==> config.mk <==
export PLATFORM = sky130hd
export DESIGN_NAME = clut_scheduler
export DESIGN_NICKNAME = d
export VERILOG_FILES = /design/src/rtl/clut_scheduler.sv
export SDC_FILE = /design/constraint.sdc
export NUM_CORES = 1
export LEC_CHECK = 0
export ABC_AREA = 1
export CORE_ASPECT_RATIO = 1.5
export CORE_UTILIZATION = 46
export CTS_BUF_LIST = sky130_fd_sc_hd__clkbuf_4 sky130_fd_sc_hd__clkbuf_8 sky130_fd_sc_hd__clkbuf_16
export CTS_CLUSTER_SIZE = 20
export DETAILED_ROUTE_END_ITERATION = 8
export PLACE_DENSITY_LB_ADDON = 0.08
export SKIP_CTS_REPAIR_TIMING = 1
export SYNTH_ARGS = -nofsm -noshare
export SYNTH_HDL_FRONTEND = slang
export SYNTH_SLANG_ARGS = --single-unit
==> constraint.sdc <==
create_clock -name CLK_6M -period 7.9 [get_ports CLK_6M]
set_clock_uncertainty 0.1 [all_clocks]
set_input_delay 1.185 -clock CLK_6M [delete_from_list [all_inputs] [get_ports CLK_6M]]
set_output_delay 1.185 -clock CLK_6M [all_outputs]
set_load 0.01 [all_outputs]
==> src/rtl/clut_scheduler.sv <==
// clut_scheduler: per-pixel layer priority mux feeding the CLUT index, blank
// alignment pipeline, and a palette-bank switch deferred to the VBLANK rise.
module clut_scheduler #(
  parameter logic [7:0] TRANSPARENT = 8'hFF,
  parameter logic [7:0] BACKDROP    = 8'h00,
  parameter logic [7:0] BLANK_CODE  = 8'h00
) (
  input  logic       CLK_6M,
  input  logic       CLR,
  input  logic       HBLANK,
  input  logic       VBLANK,
  input  logic [7:0] TILE0_PIX,
  input  logic [7:0] TILE1_PIX,
  input  logic [7:0] SPR_PIX,
  input  logic [2:0] TILE0_PRI,
  input  logic [2:0] TILE1_PRI,
  input  logic [2:0] SPR_PRI,
  input  logic [2:0] LAYER_EN,
  input  logic       BANK_WR,
  input  logic       BANK_DIN,
  output logic       BANK_ACK,
  output logic [7:0] D,
  output logic       BANK,
  output logic       BLANK_OUT
);

  localparam int unsigned CODE_W = 8;
  localparam int unsigned PRI_W  = 3;

  localparam logic [0:0] ST_IDLE    = 1'b0;
  localparam logic [0:0] ST_PENDING = 1'b1;

  logic [2:0]        opaque_c;
  logic              blank_c;
  logic [CODE_W-1:0] win_code_c;
  logic [PRI_W-1:0]  win_pri_c;
  logic              win_any_c;
  logic [CODE_W-1:0] sel_code_c;

  logic [CODE_W-1:0] s1_code;
  logic              s1_blank;
  logic              s2_blank;

  logic [0:0] state;
  logic [0:0] state_nxt;
  logic       pend_bank;
  logic       pend_bank_nxt;
  logic       bank_nxt;
  logic       ack_nxt;
  logic       vb_prev;
  logic       vb_rise_c;

  // Opacity per layer: bit0 tile0, bit1 tile1, bit2 sprite.
  always_comb begin
    opaque_c    = '0;
    opaque_c[0] = LAYER_EN[0] && (TILE0_PIX != TRANSPARENT);
    opaque_c[1] = LAYER_EN[1] && (TILE1_PIX != TRANSPARENT);
    opaque_c[2] = LAYER_EN[2] && (SPR_PIX   != TRANSPARENT);
    blank_c     = HBLANK | VBLANK;
  end

  // Winner select: candidates visited in tie-break order, later ones must beat strictly.
  always_comb begin
    win_code_c = BACKDROP;
    win_pri_c  = '0;
    win_any_c  = 1'b0;
    if (opaque_c[2]) begin
      win_code_c = SPR_PIX;
      win_pri_c  = SPR_PRI;
      win_any_c  = 1'b1;
    end
    if (opaque_c[0] && (!win_any_c || (TILE0_PRI > win_pri_c))) begin
      win_code_c = TILE0_PIX;
      win_pri_c  = TILE0_PRI;
      win_any_c  = 1'b1;
    end
    if (opaque_c[1] && (!win_any_c || (TILE1_PRI > win_pri_c))) begin
      win_code_c = TILE1_PIX;
      win_pri_c  = TILE1_PRI;
      win_any_c  = 1'b1;
    end
    sel_code_c = blank_c ? BLANK_CODE : win_code_c;
  end

  // Two-stage index pipeline plus a three-deep blank delay for RGB alignment.
  always_ff @(posedge CLK_6M) begin
    if (!CLR) begin
      s1_code   <= BLANK_CODE;
      s1_blank  <= 1'b1;
      D         <= BLANK_CODE;
      s2_blank  <= 1'b1;
      BLANK_OUT <= 1'b1;
    end else begin
      s1_code   <= sel_code_c;
      s1_blank  <= blank_c;
      D         <= s1_code;
      s2_blank  <= s1_blank;
      BLANK_OUT <= s2_blank;
    end
  end

  assign vb_rise_c = VBLANK & ~vb_prev;

  // Bank FSM next-state: capture requests, apply on the VBLANK rise.
  always_comb begin
    state_nxt     = state;
    pend_bank_nxt = pend_bank;
    bank_nxt      = BANK;
    ack_nxt       = 1'b0;
    case (state)
      ST_IDLE: begin
        if (BANK_WR) begin
          pend_bank_nxt = BANK_DIN;
          state_nxt     = ST_PENDING;
        end
      end
      ST_PENDING: begin
        if (vb_rise_c) begin
          bank_nxt  = BANK_WR ? BANK_DIN : pend_bank;
          ack_nxt   = 1'b1;
          state_nxt = ST_IDLE;
        end else if (BANK_WR) begin
          pend_bank_nxt = BANK_DIN;
        end
      end
      default: state_nxt = ST_IDLE;
    endcase
  end

  // Bank FSM state and registered outputs; previous VBLANK resets high.
  always_ff @(posedge CLK_6M) begin
    if (!CLR) begin
      state     <= ST_IDLE;
      pend_bank <= 1'b0;
      BANK      <= 1'b0;
      BANK_ACK  <= 1'b0;
      vb_prev   <= 1'b1;
    end else begin
      state     <= state_nxt;
      pend_bank <= pend_bank_nxt;
      BANK      <= bank_nxt;
      BANK_ACK  <= ack_nxt;
      vb_prev   <= VBLANK;
    end
  end

endmodule

==> flow_metrics.env, run 1 <==
export IMPL_status="finished clean"
export IMPL_postSynthCellCount=185
export IMPL_final_nets=285
export IMPL_synth_top_family_by_area="simple AND/OR/NAND/NOR gates"
export IMPL_antenna_found_initial=0
export IMPL_layout_cells_most_common="nand2_1"
export IMPL_tritoncts="yes"
export IMPL_hold_ws_ps=313
export IMPL_reg2reg_depth=6
export IMPL_cp_top_family="simple AND/OR/NAND/NOR gates"
export IMPL_yosys_area_share_simple_pct=38.2
export IMPL_drtIter0Drc=30
export IMPL_worstPathMaxFanout=17
export IMPL_vias=1306
export IMPL_crit_chain="clkdlybuf4s50_1, nand2_1, nor2_2, a21oi_2, nand2_1, ha_1, a21oi_1, nand2_1, nand2_1, nand2_4, nand2_2, nand2_1, o21ai_1, ha_1, a21oi_1, o21ai_1, nand2_1, nand2_4, nand2_2, nand2_1, nor2_1, nor2_1"
export IMPL_finalMaxSlewViolations=0
export IMPL_criticalPathCategory="in2reg"
export IMPL_antenna_cells=0
export IMPL_htreeDepth=1
export IMPL_clock_sinks=24
export IMPL_ys_seq_area_share_pct=36.6
export IMPL_routed_via_density=4.78
export IMPL_clk_path_buf_depth=2
export IMPL_cp_endpoint="s1_code[6]$_SDFF_PP0_"
export IMPL_cp_start_kind="primary input"
export IMPL_fillerInstances=238
export IMPL_synth_cell_types=24
export IMPL_crit_required_ps=7960
export IMPL_ys_ff_latch=24
export IMPL_dr_pass1_iters=6
export IMPL_power_density_nw_per_um2=147
export IMPL_reg2reg_from="state$_SDFF_PN0_"
export IMPL_max_freq_mhz=227
export IMPL_finalSetupTns_ps=0
export IMPL_irDropWorstVdd_uv=94.8
export IMPL_final_min_clock_period_ps=4410
export IMPL_grt_max_degree=18
export IMPL_grt_pass1_vias=1163
export IMPL_drc=0
export IMPL_finalHoldViolations=0
export IMPL_wl_per_cell_um=10.1
export IMPL_rsz0062_at_grt="false"
export IMPL_dieArea_um2=3070
export IMPL_cap_violations=0
export IMPL_critPathLaunch="SPR_PIX[0]"
export IMPL_worst_slew_pin_slew_ps=524
export IMPL_worst_path_max_delay_cell="clkdlybuf4s50_1"
export IMPL_synth_cell_area_um2=1310
export IMPL_start_util_pct=49.0
export IMPL_cts_made_buffers=3
export IMPL_power_total_uw=278
export IMPL_ant_nets=0
export IMPL_final_cell_mix="54 x nand2_1, 52 x clkdlybuf4s50_1, 24 x dfxtp_1"
export IMPL_period_share_pct=55.9
export IMPL_r2r_end="pend_bank$_SDFFE_PN0N_"
export IMPL_drt_wl_total_um=2750
export IMPL_clk_latency_ps=260
export IMPL_power_leakage_nw=0.853
export IMPL_std_cell_rows=23
export IMPL_synth_nets=233
export IMPL_maxSlewHeadroom_pct=64.9
export IMPL_die_height_um=67.4
export IMPL_hpwl_um=2410
export IMPL_io_buffers=52
export IMPL_cp_num_cells=22
export IMPL_grt_pass1_wl_um=4630
export IMPL_crit_top_cell="nand2_1"
export IMPL_path_clk_slew_ps=70
export IMPL_path_buf_inv=1
export IMPL_setup_violations=0
export IMPL_grt_usage_pct=20.9
export IMPL_synth_compound_area_share_pct=10.5
export IMPL_die_w_um=45.6
export IMPL_gp_congestion=0.886
export IMPL_clockRootBuffer="clkbuf_8"
export IMPL_setup_worst_path_end_class="flip-flop"
export IMPL_max_stage_delay_ps=430
export IMPL_synthMuxAreaShare_pct=0
export IMPL_io_pins=53
export IMPL_synthXorXnorAreaFrac_pct=0
export IMPL_grt_overflow_total=0
export IMPL_area_delta_synth_final_pct=44.5
export IMPL_hold_path_class="reg2reg"
export IMPL_synth_avg_cell_area_um2=7.09
export IMPL_top_regs="D: 8 flops, s1_code: 8 flops"
export IMPL_ys_warn_count=0
export IMPL_core_area_um2=2680
export IMPL_synthAdderAreaFrac_pct=5.73
export IMPL_regToRegSetupSlack_ps=6890
export IMPL_cp_data_arrival_time_ps=4470
export IMPL_drive_above_1_share_pct=10.6
[power by group]
group | total [mW] | switching [mW] | internal, mW
sequential | 0.126 | 0.00101 | 0.125
combinational | 0.0737 | 0.0369 | 0.0368
clock | 0.0786 | 0.0342 | 0.0444
[cell type report]
cell class                 instances  area (um2)  area share, %
clock buffer                       4        55.1           2.91
inverter                          21        78.8           4.16
tap                               37        46.3           2.44
multi-input combinational        135         713           37.6
sequential                        24         480           25.4
timing repair buffer              52         520           27.5
[per-stage QoR]
| step | cells | cell area (um2) | setup slack [ps] | utilization (%) |
|---|---|---|---|---|
| 6_report | 273 | 1890 | 3490 | 70.8 |
| 5_1_grt | 273 | 1890 | 3130 | 70.8 |
| 2_1_floorplan | 185 | 1310 | 4160 | - |
| 3_3_place_gp | 269 | 1840 | 3330 | 68.7 |
| 3_5_place_dp | 269 | 1840 | 3180 | 68.7 |
| 4_1_cts | 273 | 1890 | 3460 | 70.8 |
[per-layer routing]
layer  track usage, %  vias to the layer above  wire (um)
met5                0                        -          0
met1             19.9                      574        997
met2             40.0                       41       1590
met3             3.21                        4         98
met4             11.4                        0         63
li1                 -                      687          -
[how the worst min path moves through the flow]
| stage | startpoint | end | cells past startpoint |
|---|---|---|---|
| 2_1_floorplan | s1_code[0]$_SDFF_PP0_ | D[0]$_SDFF_PN0_ | 2 |
| 3_3_place_gp | s1_code[2]$_SDFF_PP0_ | D[2]$_SDFF_PN0_ | 2 |
| 3_5_place_dp | s1_code[2]$_SDFF_PP0_ | D[2]$_SDFF_PN0_ | 2 |
| 4_1_cts | s1_code[2]$_SDFF_PP0_ | D[2]$_SDFF_PN0_ | 2 |
| 5_1_grt | s2_blank$_SDFF_PN1_ | BLANK_OUT$_SDFF_PN1_ | 1 |
| 6_report | s1_code[2]$_SDFF_PP0_ | D[2]$_SDFF_PN0_ | 2 |
[cell families (layout without fill, tap and decap cells)]
family | count (synthesis) | in the layout
fa+ha+maj | 6 | 6
compound gates | 20 | 20
simple gates | 109 | 109
flops | 24 | 24
buf+inv | 26 | 77
[Yosys cell counts]
cell      number  share of area, %
nor2_2         2              0.95
or2_2          2              0.95
o21ai_1        5               1.9
o22ai_1        1              0.48
a21oi_2        9               6.0
nor2_1        21               6.0
o21ai_0        1              0.38
clkbuf_4       1              0.57
nand3_1       11               4.2
a21oi_1        3               1.1
nor3_1         1              0.38
nand2_1       54                15
nand3b_1       9               5.2
inv_1         20               5.7
nand2_2        5               2.4
buf_2          1              0.38
o21a_1         1              0.57
ha_1           6               5.7
nand4_1        2              0.95
buf_6          2               1.7
dfxtp_1       24                37
inv_2          1              0.29
nand2_4        2               1.7
clkbuf_1       1              0.29
[worst register-to-register path, cell delays in order (launching register included)]
cell     delay (ps)
dfxtp_1         310
inv_1            50
nor3_1          120
inv_1           100
nor2_1          110
inv_1            60
o22ai_1          90
Power figures use the tool's default switching activity.
==> inputs of run 2 (changes only) <==
--- a/config.mk
+++ b/config.mk
@@ -7,7 +7,7 @@
 export LEC_CHECK = 0
 export ABC_AREA = 1
 export CORE_ASPECT_RATIO = 1.5
-export CORE_UTILIZATION = 46
+export CORE_UTILIZATION = 43
 export CTS_BUF_LIST = sky130_fd_sc_hd__clkbuf_4 sky130_fd_sc_hd__clkbuf_8 sky130_fd_sc_hd__clkbuf_16
 export CTS_CLUSTER_SIZE = 20
 export DETAILED_ROUTE_END_ITERATION = 8
==> constraint.sdc (replaced) <==
create_clock -name CLK_6M -period 4.6 [get_ports CLK_6M]
set_clock_uncertainty 0.1 [all_clocks]
set_input_delay 0.69 -clock CLK_6M [delete_from_list [all_inputs] [get_ports CLK_6M]]
set_output_delay 0.69 -clock CLK_6M [all_outputs]
set_load 0.01 [all_outputs]
==> flow_metrics.env, run 2 (synthesized netlist as in run 1, its figures left out) <==
export IMPL_status="finished clean"
export IMPL_dieArea_um2=3280
export IMPL_ant_nets=0
export IMPL_hpwl_um=2340
export IMPL_power_density_nw_per_um2=250
export IMPL_clockRootBuffer="clkbuf_8"
export IMPL_wl_per_cell_um=9.61
export IMPL_routed_via_density=4.65
export IMPL_final_nets=286
export IMPL_cap_violations=0
export IMPL_area_delta_synth_final_pct=45.2
export IMPL_die_height_um=69.6
export IMPL_layout_cells_most_common="nand2_1"
export IMPL_core_area_um2=2910
export IMPL_grt_overflow_total=0
export IMPL_finalMaxSlewViolations=0
export IMPL_grt_pass1_wl_um=4930
export IMPL_rsz0062_at_grt="false"
export IMPL_max_stage_delay_ps=430
export IMPL_finalSetupTns_ps=0
export IMPL_die_w_um=47.1
export IMPL_grt_usage_pct=19.8
export IMPL_period_share_pct=77.4
export IMPL_finalWorstSetupSlack_ps=1040
export IMPL_crit_chain="clkdlybuf4s50_1, nand2_1, nor2_2, a21oi_2, nand2_1, ha_1, nand3b_1, nand2_1, nand2_1, nand2_4, nand2_2, nand2_1, o21ai_1, ha_1, a21oi_1, o21ai_1, nand2_1, nand2_4, nand2_2, nand2_1, nor2_1, nor2_1"
export IMPL_final_min_clock_period_ps=3560
export IMPL_finalHoldViolations=0
export IMPL_antenna_cells=0
export IMPL_cp_start_kind="primary input"
export IMPL_htreeDepth=1
export IMPL_worstPathMaxFanout=17
export IMPL_clk_latency_ps=260
export IMPL_criticalPathCategory="in2reg"
export IMPL_max_freq_mhz=281
export IMPL_power_leakage_nw=0.858
export IMPL_antenna_found_initial=0
export IMPL_crit_top_cell="nand2_1"
export IMPL_worst_path_max_delay_cell="clkdlybuf4s50_1"
export IMPL_irDropWorstVdd_uv=142
export IMPL_drt_wl_total_um=2650
export IMPL_path_clk_slew_ps=70
export IMPL_io_buffers=52
export IMPL_cts_made_buffers=3
export IMPL_grt_max_degree=18
export IMPL_setup_worst_path_end_class="flip-flop"
export IMPL_io_pins=53
export IMPL_dr_pass1_iters=4
export IMPL_gp_congestion=0.807
export IMPL_final_cell_mix="54 x nand2_1, 52 x clkdlybuf4s50_1, 24 x dfxtp_1"
export IMPL_drc=0
export IMPL_crit_required_ps=4660
export IMPL_hold_path_class="reg2reg"
export IMPL_clock_sinks=24
export IMPL_grt_pass1_vias=1272
export IMPL_dpl_worst_slack_ps=756
export IMPL_top_regs="D: 8 flops, s1_code: 8 flops"
export IMPL_drtIter0Drc=7
export IMPL_cp_data_arrival_time_ps=3610
export IMPL_std_cell_rows=24
export IMPL_maxSlewHeadroom_pct=62.1
export IMPL_start_util_pct=45.0
export IMPL_power_total_uw=477
export IMPL_fillerInstances=268
export IMPL_drive_above_1_share_pct=11.0
export IMPL_clk_path_buf_depth=2
export IMPL_vias=1283
export IMPL_tritoncts="yes"
export IMPL_worst_slew_pin_slew_ps=566
export IMPL_setup_violations=0
## run 2: changes by cell type in the layout (fill, tap and decap cells not counted)
| cell | previous run | this run |
|---|---|---|
| buf_4 | 0 | 1 |
## run 2: through the flow
stage	util [%]	hold slack (ps)	cells	cell area [um2]
floorplan	-	290	185	1310
global placement	63.5	292	272	1850
detailed placement	63.5	299	272	1850
CTS	65.4	319	276	1900
global route	65.4	344	276	1900
finish	65.4	315	276	1900
## run 2: path summary, 6_finish.rpt
kind | startpoint | end | slack, ps | depth (start not counted)
worst max-delay path | SPR_PIX[6] | s1_code[2]$_SDFF_PP0_ | 1040 | 22
worst min-delay path | s1_code[3]$_SDFF_PP0_ | D[3]$_SDFF_PN0_ | 310 | 2
worst max register to register | state$_SDFF_PN0_ | pend_bank$_SDFFE_PN0N_ | 3560 | 6
worst min register to register | s1_code[3]$_SDFF_PP0_ | D[3]$_SDFF_PN0_ | 310 | 2
## run 2: final cells by class
| type | instances | area [um2] | share of cell area [%] |
|---|---|---|---|
| clock buffer | 4 | 55.1 | 2.89 |
| inverter | 21 | 78.8 | 4.14 |
| multi-input combinational | 135 | 713 | 37.5 |
| sequential | 24 | 480 | 25.2 |
| tap | 39 | 48.8 | 2.56 |
| timing repair buffer | 53 | 528 | 27.7 |
## run 2: power breakdown
group	internal, mW	switching, mW	total [mW]
clock network	0.0761	0.0577	0.134
registers	0.215	0.00178	0.217
logic	0.0638	0.0626	0.126
total	0.355	0.122	0.477
## run 2: layer usage
metal | wire, um | track usage, % | share of wire, % | vias up
met4 | 37 | 7.62 | 1.4 | 0
met1 | 1020 | 21.2 | 38 | 561
met5 | 0 | 0 | 0 | -
met2 | 1520 | 37.2 | 57 | 33
li1 | - | - | - | 685
met3 | 81 | 0.781 | 3.1 | 4
## run 2: critical path: cells and delay by family
family	cells	cell delay (ps)
adder cells (fa/ha/maj)	2	620
AO/OA/AOI/OAI	4	440
buffers and inverters	1	430
AND/OR/NAND/NOR	15	1440
==> inputs of run 3 (changes only) <==
==> constraint.sdc (replaced) <==
create_clock -name CLK_6M -period 3.4 [get_ports CLK_6M]
set_clock_uncertainty 0.1 [all_clocks]
set_input_delay 0.51 -clock CLK_6M [delete_from_list [all_inputs] [get_ports CLK_6M]]
set_output_delay 0.51 -clock CLK_6M [all_outputs]
set_load 0.01 [all_outputs]
==> flow_metrics.env, run 3 (synthesized netlist as in run 1, its figures left out) <==
export IMPL_power_density_nw_per_um2=332
export IMPL_irDropWorstVdd_uv=173
export IMPL_die_w_um=47.1
export IMPL_cap_violations=0
export IMPL_vias=1350
export IMPL_layout_cells_most_common="clkdlybuf4s50_1"
export IMPL_min_from="s1_code[3]$_SDFF_PP0_"
export IMPL_core_area_um2=2910
export IMPL_reg2reg_depth=6
export IMPL_max_freq_mhz=306
export IMPL_hold_path_class="reg2reg"
export IMPL_clk_latency_ps=260
export IMPL_wl_per_cell_um=10.8
export IMPL_finalMaxSlewViolations=0
export IMPL_min_path_cells=2
export IMPL_period_share_pct=96.3
export IMPL_routed_via_density=4.79
export IMPL_start_util_pct=45.0
export IMPL_area_delta_synth_final_pct=54.5
export IMPL_cp_start_kind="primary input"
export IMPL_grt_pass1_vias=1223
export IMPL_std_cell_rows=24
export IMPL_setup_violations=0
export IMPL_final_nets=292
export IMPL_crit_required_ps=3450
export IMPL_io_buffers=52
export IMPL_hold_path_endpoint="D[3]$_SDFF_PN0_"
export IMPL_reg2reg_from="state$_SDFF_PN0_"
export IMPL_grt_max_degree=18
export IMPL_gp_congestion=0.783
export IMPL_drtIter0Drc=20
export IMPL_dieArea_um2=3280
export IMPL_path_clk_slew_ps=70
export IMPL_power_total_uw=672
export IMPL_cp_data_arrival_time_ps=3330
export IMPL_drive_above_1_share_pct=16.5
export IMPL_worst_slew_pin_slew_ps=562
export IMPL_dpl_worst_slack_ps=-212
export IMPL_grt_pass1_wl_um=4790
export IMPL_dr_pass1_iters=4
export IMPL_clockRootBuffer="clkbuf_8"
export IMPL_drc=0
export IMPL_regToRegSetupSlack_ps=2310
export IMPL_antenna_cells=0
export IMPL_hpwl_um=2500
export IMPL_htreeDepth=1
export IMPL_clk_path_buf_depth=2
export IMPL_drt_wl_total_um=3030
export IMPL_worstPathMaxFanout=9
export IMPL_finalHoldViolations=0
export IMPL_fillerInstances=259
export IMPL_ant_nets=0
export IMPL_top_regs="D: 8 flops, s1_code: 8 flops"
export IMPL_criticalPathCategory="in2reg"
export IMPL_final_cell_mix="51 x clkdlybuf4s50_1, 50 x nand2_1, 24 x dfxtp_1"
export IMPL_r2r_end="pend_bank$_SDFFE_PN0N_"
export IMPL_critPathLaunch="SPR_PIX[6]"
export IMPL_status="finished clean"
export IMPL_maxSlewHeadroom_pct=62.4
export IMPL_power_leakage_nw=0.902
export IMPL_finalWorstSetupSlack_ps=127
export IMPL_tritoncts="yes"
export IMPL_final_min_clock_period_ps=3270
export IMPL_cts_made_buffers=3
export IMPL_clock_sinks=24
export IMPL_die_height_um=69.6
export IMPL_grt_overflow_total=0
export IMPL_io_pins=53
export IMPL_grt_usage_pct=19.8
export IMPL_antenna_found_initial=0
export IMPL_setup_worst_path_end_class="flip-flop"
==> run 3: how the worst max path moves through the flow <==
stage	to	slack, ps
2_1_floorplan	s1_code[0]$_SDFF_PP0_	340
3_3_place_gp	s1_code[7]$_SDFF_PP0_	-30
3_5_place_dp	s1_code[3]$_SDFF_PP0_	-210
4_1_cts	s1_code[3]$_SDFF_PP0_	70
5_1_grt	s1_code[2]$_SDFF_PP0_	-50
6_report	s1_code[3]$_SDFF_PP0_	130
==> run 3: routing by layer <==
metal  vias to the layer above  track usage (%)  part of all wire, %
li1                        697                -                    -
met1                       596             19.9                   37
met2                        51             36.1                   57
met3                         6             2.34                  3.9
met4                         0             10.5                  1.9
met5                         -                0                    0
==> run 3: critical path, cell delays in order <==
cell and delay [ps]:
clkdlybuf4s50_1 440, nand2_1 130, nor2_4 60, a21oi_4 200, nand2_2 110, ha_4 290, nand3b_1 80, nand2_1 80
nand2_1 80, nand2_4 90, nand2_2 80, nand2_1 80, o21ai_1 70, ha_1 330, a21oi_2 140, o21ai_1 80
nand2_2 80, nand2_4 100, nand2_8 100, nand2_1 70, nor2_1 110, nor2_1 50
==> run 3: metrics by stage <==
step	hold WS, ps	util [%]	instances	instance area (um2)	setup TNS [ps]
after floorplan	290	-	185	1310	0
after global placement	292	64.5	276	1880	-157
after detailed placement	297	64.5	276	1880	-1480
after CTS	315	66.4	280	1930	0
after global routing	333	69.5	282	2030	-223
final	313	69.5	282	2030	0
==> run 3: power by group <==
group / total [mW] / internal [mW] / switching, mW
sequential: 0.293 / 0.291 / 0.00241
clock: 0.181 / 0.103 / 0.0782
combinational: 0.197 / 0.0989 / 0.0984
total: 0.672 / 0.493 / 0.179
==> run 3: final cells by class <==
type	instances	area, um2	share of cell area [%]
multi-input cells	135	787	38.9
well taps	39	48.8	2.41
flip-flops and latches	24	480	23.7
inverters	21	78.8	3.89
clock buffers	4	55.1	2.72
repair buffers	59	576	28.4
